==> config.mk <==
export PLATFORM = sky130hd
export DESIGN_NAME = memory_sync_m
export DESIGN_NICKNAME = d
export VERILOG_FILES = /design/src/rtl/memory_m_pkg.sv /design/src/rtl/mem_rd_pipe.sv /design/src/rtl/memory_sync_m.sv
export SDC_FILE = /design/constraint.sdc
export NUM_CORES = 1
export LEC_CHECK = 0
export BUFFER_PORTS_ARGS = -buffer_cell sky130_fd_sc_hd__buf_2
export CAP_MARGIN = 20
export CORE_UTILIZATION = 55
export CTS_CLUSTER_SIZE = 40
export DETAILED_ROUTE_END_ITERATION = 10
export GPL_ROUTABILITY_DRIVEN = 0
export GPL_TIMING_DRIVEN = 1
export PLACE_DENSITY = 0.74
export SLEW_MARGIN = 0
export SYNTH_ARGS = -nofsm -noshare
export SYNTH_HDL_FRONTEND = slang
export SYNTH_HIERARCHICAL = 1
export SYNTH_SLANG_ARGS = --single-unit
==> constraint.sdc <==
create_clock -name clk -period 2.4 [get_ports clk]
set_input_delay 0.72 -clock clk [delete_from_list [all_inputs] [get_ports clk]]
set_output_delay 0.72 -clock clk [all_outputs]
set_load 0.03 [all_outputs]
==> src/rtl/memory_m_pkg.sv <==
// Shared types and helpers for the synchronous scratch RAM.
package memory_m_pkg;

    typedef enum logic {CLEAR, IDLE} mem_state_t;

    localparam int MAX_RD_LAT = 4;

    function automatic int lane_count(input int dwidth);
        return dwidth / 8;
    endfunction

endpackage

==> src/rtl/mem_rd_pipe.sv <==
// Read return path: RD_LAT-deep {valid, data} shift register.
// The last stage only reloads on valid so read data holds between reads.
module mem_rd_pipe #(
    parameter int DWIDTH = 8,
    parameter int RD_LAT = 1
) (
    input  logic              clk,
    input  logic              rst,
    input  logic              in_valid_i,
    input  logic [DWIDTH-1:0] in_data_i,
    output logic              out_valid_o,
    output logic [DWIDTH-1:0] out_data_o
);

    logic [RD_LAT-1:0] vld_q;
    logic [DWIDTH-1:0] dat_q [RD_LAT];
    logic [RD_LAT-1:0] vld_d;
    logic [DWIDTH-1:0] dat_d [RD_LAT];

    always_comb begin
        vld_d[0] = in_valid_i;
        dat_d[0] = in_data_i;
        for (int i = 1; i < RD_LAT; i++) begin
            vld_d[i] = vld_q[i-1];
            dat_d[i] = dat_q[i-1];
        end
    end

    always_ff @(posedge clk or posedge rst) begin
        if (rst) begin
            vld_q <= '0;
            for (int i = 0; i < RD_LAT; i++) begin
                dat_q[i] <= '0;
            end
        end else begin
            vld_q <= vld_d;
            for (int i = 0; i < RD_LAT; i++) begin
                if (i < RD_LAT - 1 || vld_d[i]) begin
                    dat_q[i] <= dat_d[i];
                end
            end
        end
    end

    assign out_valid_o = vld_q[RD_LAT-1];
    assign out_data_o  = dat_q[RD_LAT-1];

endmodule

==> src/rtl/memory_sync_m.sv <==
// Synchronous single-port RAM with byte enables, read pipeline,
// illegal-command flag and post-reset hardware clear.
module memory_sync_m
    import memory_m_pkg::*;
#(
    parameter int DWIDTH     = 8,
    parameter int AWIDTH     = 5,
    parameter int RD_LAT     = 1,
    parameter int INIT_CLEAR = 1
) (
    input  logic                clk,
    input  logic                rst,
    input  logic                read,
    input  logic                write,
    input  logic [AWIDTH-1:0]   addr,
    input  logic [DWIDTH-1:0]   wdata,
    input  logic [DWIDTH/8-1:0] be,
    output logic                ready,
    output logic [DWIDTH-1:0]   rdata,
    output logic                rvalid,
    output logic                err
);

    localparam int DEPTH = 2 ** AWIDTH;
    localparam int NLANE = lane_count(DWIDTH);

    if (DWIDTH % 8 != 0) begin : g_bad_dwidth
        $fatal(1, "memory_sync_m: DWIDTH must be a multiple of 8");
    end
    if (RD_LAT < 1 || RD_LAT > MAX_RD_LAT) begin : g_bad_rd_lat
        $fatal(1, "memory_sync_m: RD_LAT must be in 1..4");
    end

    mem_state_t        state_q, state_d;
    logic [AWIDTH:0]   cnt_q, cnt_d;
    logic              ready_q, ready_d;
    logic              err_q, err_d;
    logic              wr_en, rd_en;
    logic [AWIDTH-1:0] wr_addr;
    logic [DWIDTH-1:0] wr_data;
    logic [NLANE-1:0]  wr_be;
    logic [DWIDTH-1:0] mem_q [DEPTH];

    always_comb begin
        state_d = state_q;
        cnt_d   = cnt_q;
        wr_en   = 1'b0;
        rd_en   = 1'b0;
        err_d   = 1'b0;
        wr_addr = addr;
        wr_data = wdata;
        wr_be   = be;
        unique case (state_q)
            CLEAR: begin
                wr_en   = 1'b1;
                wr_addr = cnt_q[AWIDTH-1:0];
                wr_data = '0;
                wr_be   = '1;
                cnt_d   = cnt_q + (AWIDTH+1)'(1);
                // Counter MSB set means the last word was just zeroed
                if (cnt_d[AWIDTH]) begin
                    state_d = IDLE;
                end
            end
            IDLE: begin
                wr_en = ready_q & write & ~read;
                rd_en = ready_q & read & ~write;
                err_d = ready_q & read & write;
            end
        endcase
        ready_d = (state_d == IDLE);
    end

    always_ff @(posedge clk or posedge rst) begin
        if (rst) begin
            state_q <= (INIT_CLEAR != 0) ? CLEAR : IDLE;
            cnt_q   <= '0;
            ready_q <= 1'b0;
            err_q   <= 1'b0;
        end else begin
            state_q <= state_d;
            cnt_q   <= cnt_d;
            ready_q <= ready_d;
            err_q   <= err_d;
        end
    end

    // Array contents survive reset; only the CLEAR walk initialises them
    always_ff @(posedge clk) begin
        if (wr_en) begin
            for (int i = 0; i < NLANE; i++) begin
                if (wr_be[i]) begin
                    mem_q[wr_addr][8*i +: 8] <= wr_data[8*i +: 8];
                end
            end
        end
    end

    mem_rd_pipe #(
        .DWIDTH (DWIDTH),
        .RD_LAT (RD_LAT)
    ) u_rd_pipe (
        .clk         (clk),
        .rst         (rst),
        .in_valid_i  (rd_en),
        .in_data_i   (mem_q[addr]),
        .out_valid_o (rvalid),
        .out_data_o  (rdata)
    );

    assign ready = ready_q;
    assign err   = err_q;

endmodule

# == Yosys cells after proc, flatten, opt, wreduce, memory -nomap -nowiden ==
# Memory sizes are Yosys's and may differ from the RTL's. A register that Yosys moved wholly into a read port is not among the register bits.
# Index checks and enable logic that the tools add are counted.
# totals
in_bits,18
mem_bits_rw,256
n_memories,1
ff_bits,9
wordCells,25
# classes
bitwise_logic,8
muxes,11
add_sub_neg,1
# memory_table
name,words,word_bits,read_ports,rd_clocked_by_memory_dff,wr,line,source
mem_q,32,8,1,1,1,memory_sync_m.sv:42,logic [DWIDTH-1:0] mem_q [DEPTH];
# op_table
operator,n
1-bit two-way mux,8
8-bit two-way mux,1
"6-bit by 1-bit adder with 6-bit output, second input constant",1
1-bit AND,5
5-bit two-way mux,1
1-bit NOT,3
1-bit case mux with 2 select lines,1

# == Longest topological paths before layout ==
# Gate-level depths: netlist of run 1.
# depth
word_depth,5
ltp_mapped,7
mapped_depth_nobuf,4

# == By module ==
# The synthesis of run 1 kept the hierarchy.
# modules_own_cells
mod,area_per_inst_um2,cells_each,n_inst
memory_sync_m,10432.5,463,1
mem_rd_pipe,360.3,19,1

# == Least setup slack after synthesis of run 1 ==
# OpenSTA, ideal clock, no wires.
# synth_timing
path_type,input port to flip-flop
start,input addr[1]
end,"memory mem_q[10][0], enable pin"
required_ps,2017
path_slack_ps,-445
stages,6
setup_ps,383
arrival_time_ps,2461
path_cell_list,clkbuf_1 buf_2 nand4b_1 o21a_1 clkbuf_1 nor3_1
# synth_between
elab_chain_len,1
# synth_lines
element,line,source
"start, declared",memory_sync_m.sv:15,"input logic [AWIDTH-1:0] addr,"
5-bit two-way mux,memory_sync_m.sv:53,unique case (state_q)
"end, declared",memory_sync_m.sv:42,
# No other way between the ends.

==> results of run 1 <==
## power groups by stage
| stage | clock (µW) | sequential, µW | combinational [µW] |
|---|---|---|---|
| after floorplan | 0 | 5420 | 374 |
| after global placement | 0 | 5360 | 658 |
| after detailed placement | 0 | 5360 | 671 |
| after CTS | 4350 | 5260 | 677 |
| after global routing | 4520 | 5260 | 706 |
| final | 4280 | 5260 | 671 |
## layer usage
layer	track usage (%)	share of wire [%]	up-vias
met3	4.475	8.1	53
met5	0	0.075	-
met2	37.00	48	221
met4	8.659	3.0	2
met1	35.92	41	2777
li1	-	-	2248
## path summary, 6_finish.rpt
check	slack [ps]	end	depth (start not counted)	start
max in group asynchronous	1810	u_rd_pipe/out_data_o[6]	2	rst
hold / removal	150	cnt_q[0]	2	rst
hold reg to reg	490	cnt_q[5]	1	cnt_q[5]
setup / recovery	30	u_rd_pipe/out_data_o[7]	6	addr[0]
min in group clk	410	u_rd_pipe/out_valid_o	2	write
setup reg to reg	280	u_rd_pipe/out_data_o[3]	4	mem_q[8][3]
## area by class of cell
type,instances,share of cell area (%)
well taps,260,2.471
clock inverters,19,1.749
flip-flops and latches,273,61.64
repair buffers,103,8.241
clock buffers,29,5.190
inverters,4,0.1141
multi-input cells,181,20.60
## Yosys cell counts, types with 2 or more instances
cell type / number / share of area [%]
xnor2_1: 4 / 0.32
dfrtp_1: 17 / 3.9
nor3_1: 18 / 0.83
edfxtp_1: 256 / 71
and3b_1: 3 / 0.24
mux2_2: 11 / 1.1
mux2i_1: 2 / 0.19
mux2_4: 8 / 1.1
mux4_2: 80 / 17
clkbuf_1: 12 / 0.42
nor3b_1: 3 / 0.21
and3_1: 2 / 0.12
o211ai_1: 2 / 0.14
buf_6: 6 / 0.63
and2_1: 8 / 0.46
inv_1: 4 / 0.14
nor2_1: 17 / 0.59
nand3_1: 3 / 0.14
buf_2: 5 / 0.23
o21ai_0: 9 / 0.42
nor2b_1: 2 / 0.12
## logic make-up after synthesis
logic type                 after synthesis  synth area share, %
DFF                                    273                75.17
AOI/OAI and AO/OA                       12               0.6260
adders and majority gates                1               0.1159
buffers and inverters                   28                1.449
xor gates and xnor gates                 5               0.4057
muxes                                  101                19.14
and+or+nand+nor                         62                3.095
## worst reg2reg max path: stages, from the launching register on
cell and delay [ps]:
edfxtp_1 400, mux4_2 520, mux4_2 520, mux2_2 310, mux2_4 260
## registers in the layout, indices dropped and copies added (netlist names)
signal                 count
mem_q                    256
u_rd_pipe/out_data_o       8
cnt_q                      6
err                        1
ready                      1
u_rd_pipe/out_valid_o      1
## per-stage QoR
stage	setup WS, ps	std cells
floorplan	-179.6	482
global placement	-536.7	821
CTS	44.13	869
finish	28.21	869
global route	28.23	869
detailed placement	-552.1	821
==> out/metrics.yaml, run 1 <==
fmax_ghz: 0.4216
tns_ps: 0
syn_area_per_cell_um2: 22.39
drv_slew: 0
worst_pin_slew_ps: 601.9
syn_nets: 501
ir_worst_vdd_v: 0.0005850
power_frac_comb_pct: 6.6
track_usage_pct: 24.33
cp.buffers_inverters: 2
final_common_cell: "edfxtp_1"
cts-resized-gates: 2
p_per_area_nw_per_um2: 775.8
nFillCells: 1103
antenna_found_initial: 1
netlist_area_um2: 10790
ios: 29
cts_hold_buf: 0
pwr-share-seq_pct: 51.5
synth_edf_count: 256
period_needed_ps: 2372
synth_seq_cells: 273
grt_pass1_wl_um: 34850
pwr-share-clk_pct: 41.9
fin_area_um2: 13160
start_kind: "primary input"
status: "completed"
final-setup-viol-count: 0
multi_input_area_um2: 2711
path_max_fanout: 20
root_buffer: "clkbuf_16"
cts_setup_buffers: 0
synth_cells: 482
hold_viol_final: 0
crit_top_cell: "mux4_2"
final_antenna_net_count: 0
grt_pass1_vias: 5585
die_w_um: 142.1
p_total_uw: 10210
clk_pin_slew_worst_paths_ps: 70
dr.first_iter.drc_count: 461
yosysSeqAreaShare_pct: 75.17
slowest_delay_ps: 560
synth_cell_types: 31
routed_via_density: 6.100
worstPathCellList: "buf_6 -> buf_12 -> mux4_2 -> mux4_2 -> mux2_2 -> mux2_4"
utilization_pct: 69.45
whs_ps: 147.0
detail_route.wl_per_cell_um: 26.24
p_switching_uw: 2088
yosysWarningCount: 6
drc_errors: 0
fin_crit_sh_pct: 98.82
end_kind: "register"
rows: 50
htree_levels: 1
synthToLayoutAreaGrowth_pct: 21.97
synth_flop_cell: "edfxtp_1"
rsz0062_at_grt: "no"
final-seq-area_um2: 8114
hold_path.class: "in -> async"
cp_data_arrival_time_ps: 2780
swShare_pct: 20.44
grt_max_degree: 33
crit_required_ps: 2810
final_layout_size_suffix_gt1_share_pct: 45.16
numCtsBuffers: 26
cts_max_path_buffers: 3
fp.dieH_um: 142.1
placed_area_um2: 12250
cts_sinks: 273
crit_slowest_cell: "mux4_2"
tritoncts: "done"
layout_common_cells: "edfxtp_1, mux4_2, buf_4"
drv_cap: 0
core_um2: 18960
die_area_um2: 20190
vias: 5301
cell_internal_pwr_uw: 8125
fin_skew_ps: 8.597
place.port_buffers: 28
critPathKind: "in -> reg"
grt_overflow: 0
fin_nets: 608
n_antenna_cell: 0
insertion_delay_ps: 530
slew-limit-headroom_pct: 59.60
floorplan.initialDensity_pct: 56.94
dp_hpwl_um: 14420
finalWirelength_um: 22810
dr.pass1.iters: 4
critPathTopFamily: "multiplexers"
ys_async_sr_fraction_pct: 6.227
p_leak_uw: 0.004378
Power figures use the tool's default switching activity.
==> run 2, diff against run 1 <==
--- a/config.mk
+++ b/config.mk
@@ -7,12 +7,13 @@
 export LEC_CHECK = 0
 export BUFFER_PORTS_ARGS = -buffer_cell sky130_fd_sc_hd__buf_2
 export CAP_MARGIN = 20
-export CORE_UTILIZATION = 55
+export CORE_UTILIZATION = 42
+export CTS_BUF_LIST = sky130_fd_sc_hd__clkbuf_8 sky130_fd_sc_hd__clkbuf_16
 export CTS_CLUSTER_SIZE = 40
 export DETAILED_ROUTE_END_ITERATION = 10
 export GPL_ROUTABILITY_DRIVEN = 0
 export GPL_TIMING_DRIVEN = 1
-export PLACE_DENSITY = 0.74
+export REMOVE_ABC_BUFFERS = 1
 export SLEW_MARGIN = 0
 export SYNTH_ARGS = -nofsm -noshare
 export SYNTH_HDL_FRONTEND = slang
==> run 2 against run 1 <==
Net effect: die area increased by 30%; final area decreased by 2.5%; power increased by 2.4%; critical path type unchanged; critical endpoint is now u_rd_pipe/out_data_o[2]; largest cell class unchanged.
==> out/metrics.yaml, run 2 (same netlist as run 1, synthesis figures left out) <==
status: "completed"
core_um2: 25180
rrSetupSlack_ps: 290
utilization_pct: 50.96
ir_worst_vdd_v: 0.0004502
rr_worst_depth: 4
antenna_found_initial: 0
insertion_delay_ps: 540
htree_levels: 1
fin_skew_ps: 16.16
dp_hpwl_um: 14540
track_usage_pct: 17.62
slew-limit-headroom_pct: 58.54
cts_max_path_buffers: 3
final_antenna_net_count: 0
drv_cap: 0
grt_overflow: 0
regMostFlops: "mem_q"
p_per_area_nw_per_um2: 814.7
end_kind: "register"
fmax_ghz: 0.4265
fp.dieH_um: 162.3
detail_route.wl_per_cell_um: 23.97
floorplan.initialDensity_pct: 42.86
r2r_end: "u_rd_pipe/out_data_o[2]"
p_leak_uw: 0.004272
p_total_uw: 10460
multi_input_area_um2: 2524
final-seq-area_um2: 8114
fin_nets: 602
largest_reg_flops: 256
cts_hold_buf: 0
clk_pin_slew_worst_paths_ps: 60
hold_viol_final: 0
drc_errors: 0
nFillCells: 1960
ios: 29
tritoncts: "done"
drv_slew: 0
final-setup-viol-count: 0
period_needed_ps: 2345
crit_required_ps: 2810
cp_data_arrival_time_ps: 2750
rows: 58
rsz0062_at_grt: "no"
grt_pass1_wl_um: 33690
cts_sinks: 273
grt_pass1_vias: 5213
start_kind: "primary input"
die_area_um2: 26340
critPathKind: "in -> reg"
root_buffer: "clkbuf_16"
dr.first_iter.drc_count: 475
die_w_um: 162.3
n_antenna_cell: 0
final_common_cell: "edfxtp_1"
synthToLayoutAreaGrowth_pct: 18.91
finalWirelength_um: 22360
place.port_buffers: 28
worst_pin_slew_ps: 615.4
dr.pass1.iters: 4
grt_max_degree: 33
layout_common_cells: "edfxtp_1, mux4_2, buf_4"
cts_setup_buffers: 0
r2r-start: "mem_q[23][2]"
routed_via_density: 5.404
numCtsBuffers: 28
fin_crit_sh_pct: 97.71
final_layout_size_suffix_gt1_share_pct: 39.14
path_max_fanout: 11
hold_path.class: "in -> async"
vias: 5042
[run 2: routing by layer]
layer / vias up / GRT usage (%) / routed length [µm]
li1: 2222 / - / -
met1: 2633 / 27.30 / 10320
met2: 164 / 26.17 / 9969
met3: 23 / 2.656 / 1710
met4: 0 / 4.417 / 363
met5: - / 0 / 0
[run 2: metrics by stage]
stage	cell area [µm²]	cells	hold slack, ps	worst slack [ps]	setup TNS, ps
floorplan	10650	458	450.7	-183.4	-21790
global placement	11820	882	470.2	-570.9	-36180
global route	12830	933	204.2	2.532	0
finish	12830	933	183.1	55.07	0
detailed placement	11820	882	495.8	-606.3	-38330
CTS	12840	933	171.3	10.48	0
[run 2: area by class of cell]
type                       count  share of cell area, %
clock buffer                  29                  5.655
clock inverter                21                  1.969
inverter                       4                 0.1170
multi-input combinational    181                  19.66
sequential                   273                  63.22
tap                          330                  3.217
timing repair buffer          95                  6.152
[run 2: worst max path at each step]
| stage | from | end | slack [ps] | cells past startpoint |
|---|---|---|---|---|
| final | addr[0] | u_rd_pipe/out_data_o[2] | 60 | 6 |
| after global placement | addr[0] | u_rd_pipe/out_data_o[1] | -570 | 6 |
| after CTS | addr[0] | u_rd_pipe/out_data_o[7] | 10 | 6 |
| after floorplan | ready | mem_q[0][0] | -180 | 3 |
| after global routing | addr[0] | u_rd_pipe/out_data_o[5] | 3 | 6 |
| after detailed placement | addr[0] | u_rd_pipe/out_data_o[0] | -610 | 6 |
[run 2: timing repair]
action                     in CTS  in global routing
setup endpoints to repair       4                  3
gates resized for setup         3                  1
cloned                          1                  0
[run 2: critical path, stage by stage]
cell,delay (ps)
buf_6,190
buf_12,180
mux4_2,560
mux4_2,550
mux2_2,290
mux2_4,250
[run 2: report_power, final]
group	switching (µW)	leakage, µW	internal [µW]
Combinational	354	0.00128	292
Clock	1730	0.000484	2820
Sequential	20.9	0.00251	5240
==> run 3, diff against run 2 <==
--- a/config.mk
+++ b/config.mk
@@ -13,6 +13,7 @@
 export DETAILED_ROUTE_END_ITERATION = 10
 export GPL_ROUTABILITY_DRIVEN = 0
 export GPL_TIMING_DRIVEN = 1
+export PLACE_DENSITY = 0.68
 export REMOVE_ABC_BUFFERS = 1
 export SLEW_MARGIN = 0
 export SYNTH_ARGS = -nofsm -noshare
==> run 3 against run 2 <==
Net effect: routed wire length rose by 0.89%; final area is 0.70% lower; die area did not move; count of clock-buffer cells in the layout rose by 1; setup slack worse by 21 ps; final cell count is 0.54% higher; critical path type unchanged; critical endpoint is now u_rd_pipe/out_data_o[4]; largest cell class unchanged; largest power group unchanged; highest routed layer unchanged.
==> out/metrics.yaml, run 3 (same netlist as run 1, synthesis figures left out) <==
rr_worst_depth: 4
dr.first_iter.drc_count: 532
ios: 29
antenna_found_initial: 0
period_needed_ps: 2366
numCtsBuffers: 26
cp_data_arrival_time_ps: 2770
fin_nets: 607
dr.pass1.iters: 5
worst_pin_slew_ps: 718.2
cp.depth: 7
worstPathCellList: "buf_6 -> buf_12 -> buf_12 -> mux4_2 -> mux4_2 -> mux2_2 -> mux2_4"
htree_levels: 1
final_layout_size_suffix_gt1_share_pct: 39.97
critPathKind: "in -> reg"
path_max_fanout: 8
drc_errors: 0
vias: 5142
grt_pass1_wl_um: 34400
critPathTopFamily: "multiplexers"
grt_overflow: 0
status: "completed"
drv_slew: 0
p_leak_uw: 0.004245
rsz0062_at_grt: "no"
fin_crit_sh_pct: 98.60
setup_ws_ps: 33.65
cts_max_path_buffers: 3
dp_hpwl_um: 14970
detail_route.wl_per_cell_um: 24.05
r2r-start: "mem_q[19][4]"
nFillCells: 1944
endpoint: "u_rd_pipe/out_data_o[4]"
slew-limit-headroom_pct: 51.61
slowest_delay_ps: 540
cp.buffers_inverters: 3
fmax_ghz: 0.4226
rrSetupSlack_ps: 320
end_kind: "register"
root_buffer: "clkbuf_16"
synthToLayoutAreaGrowth_pct: 18.07
insertion_delay_ps: 540
hold_viol_final: 0
final_antenna_net_count: 0
r2r_end: "u_rd_pipe/out_data_o[4]"
cts_sinks: 273
crit_slowest_cell: "mux4_2"
die_area_um2: 26340
track_usage_pct: 17.91
die_w_um: 162.3
fp.dieH_um: 162.3
p_total_uw: 9842
core_um2: 25180
ir_worst_vdd_v: 0.0004794
routed_via_density: 5.482
hold_path.class: "in -> async"
final-setup-viol-count: 0
startpoint: "addr[0]"
regMostFlops: "mem_q"
floorplan.initialDensity_pct: 42.86
p_per_area_nw_per_um2: 772.3
cts_hold_buf: 0
dpl_worst_slack_ps: -584.4
crit_required_ps: 2800
fin_skew_ps: 27.68
n_antenna_cell: 0
finalWirelength_um: 22560
rows: 58
clk_pin_slew_worst_paths_ps: 70
layout_common_cells: "edfxtp_1, mux4_2, buf_4"
drv_cap: 0
start_kind: "primary input"
final_common_cell: "edfxtp_1"
largest_reg_flops: 256
grt_max_degree: 33
tritoncts: "done"
place.port_buffers: 28
grt_pass1_vias: 5359
==> run 3: where the power goes <==
| part | internal, µW | switching, µW |
|---|---|---|
| combinational | 299 | 360 |
| clock | 2210 | 1700 |
| sequential | 5240 | 34.9 |
==> run 3: how the worst min path moves through the flow <==
stage / cells past startpoint / endpoint / startpoint / slack (ps)
finish: 2 / err / rst / 130
global route: 2 / err / rst / 150
CTS: 2 / err / rst / 130
detailed placement: 1 / cnt_q[5] / cnt_q[5] / 490
global placement: 1 / cnt_q[5] / cnt_q[5] / 470
floorplan: 1 / cnt_q[5] / cnt_q[5] / 450
==> run 3: layout make-up <==
| type | instances | area [µm²] | share of cell area [%] |
|---|---|---|---|
| inverters | 4 | 15.01 | 0.1178 |
| repair buffers | 102 | 844.6 | 6.627 |
| multi-input cells | 181 | 2524 | 19.80 |
| clock inverters | 18 | 127.6 | 1.001 |
| flip-flops and latches | 273 | 8114 | 63.67 |
| clock buffers | 30 | 705.7 | 5.538 |
| well taps | 330 | 412.9 | 3.240 |
==> run 3: what timing repair did <==
action,in CTS,in global routing
gates cloned,0,1
setup buffers,3,0
resized for setup,1,1
endpoints found under the setup margin,3,2
==> run 3: stage by stage <==
step	std cells	TNS [ps]	hold slack, ps	util (%)	area (µm²)
6_report	938	0	129.8	50.61	12740
2_1_floorplan	458	-21790	450.7	-	10650
4_1_cts	937	0	131.8	50.49	12710
3_5_place_dp	886	-46050	487.4	47.09	11860
3_3_place_gp	886	-26040	470.5	47.09	11860
5_1_grt	938	0	151.7	50.61	12740
==> run 3: layer usage <==
metal | part of all wire, % | wire (µm) | track usage, %
met1 | 45 | 10050 | 27.10
met2 | 48 | 10720 | 27.27
met3 | 6.5 | 1477 | 2.809
met4 | 1.4 | 308 | 4.503
met5 | 0 | 0 | 0
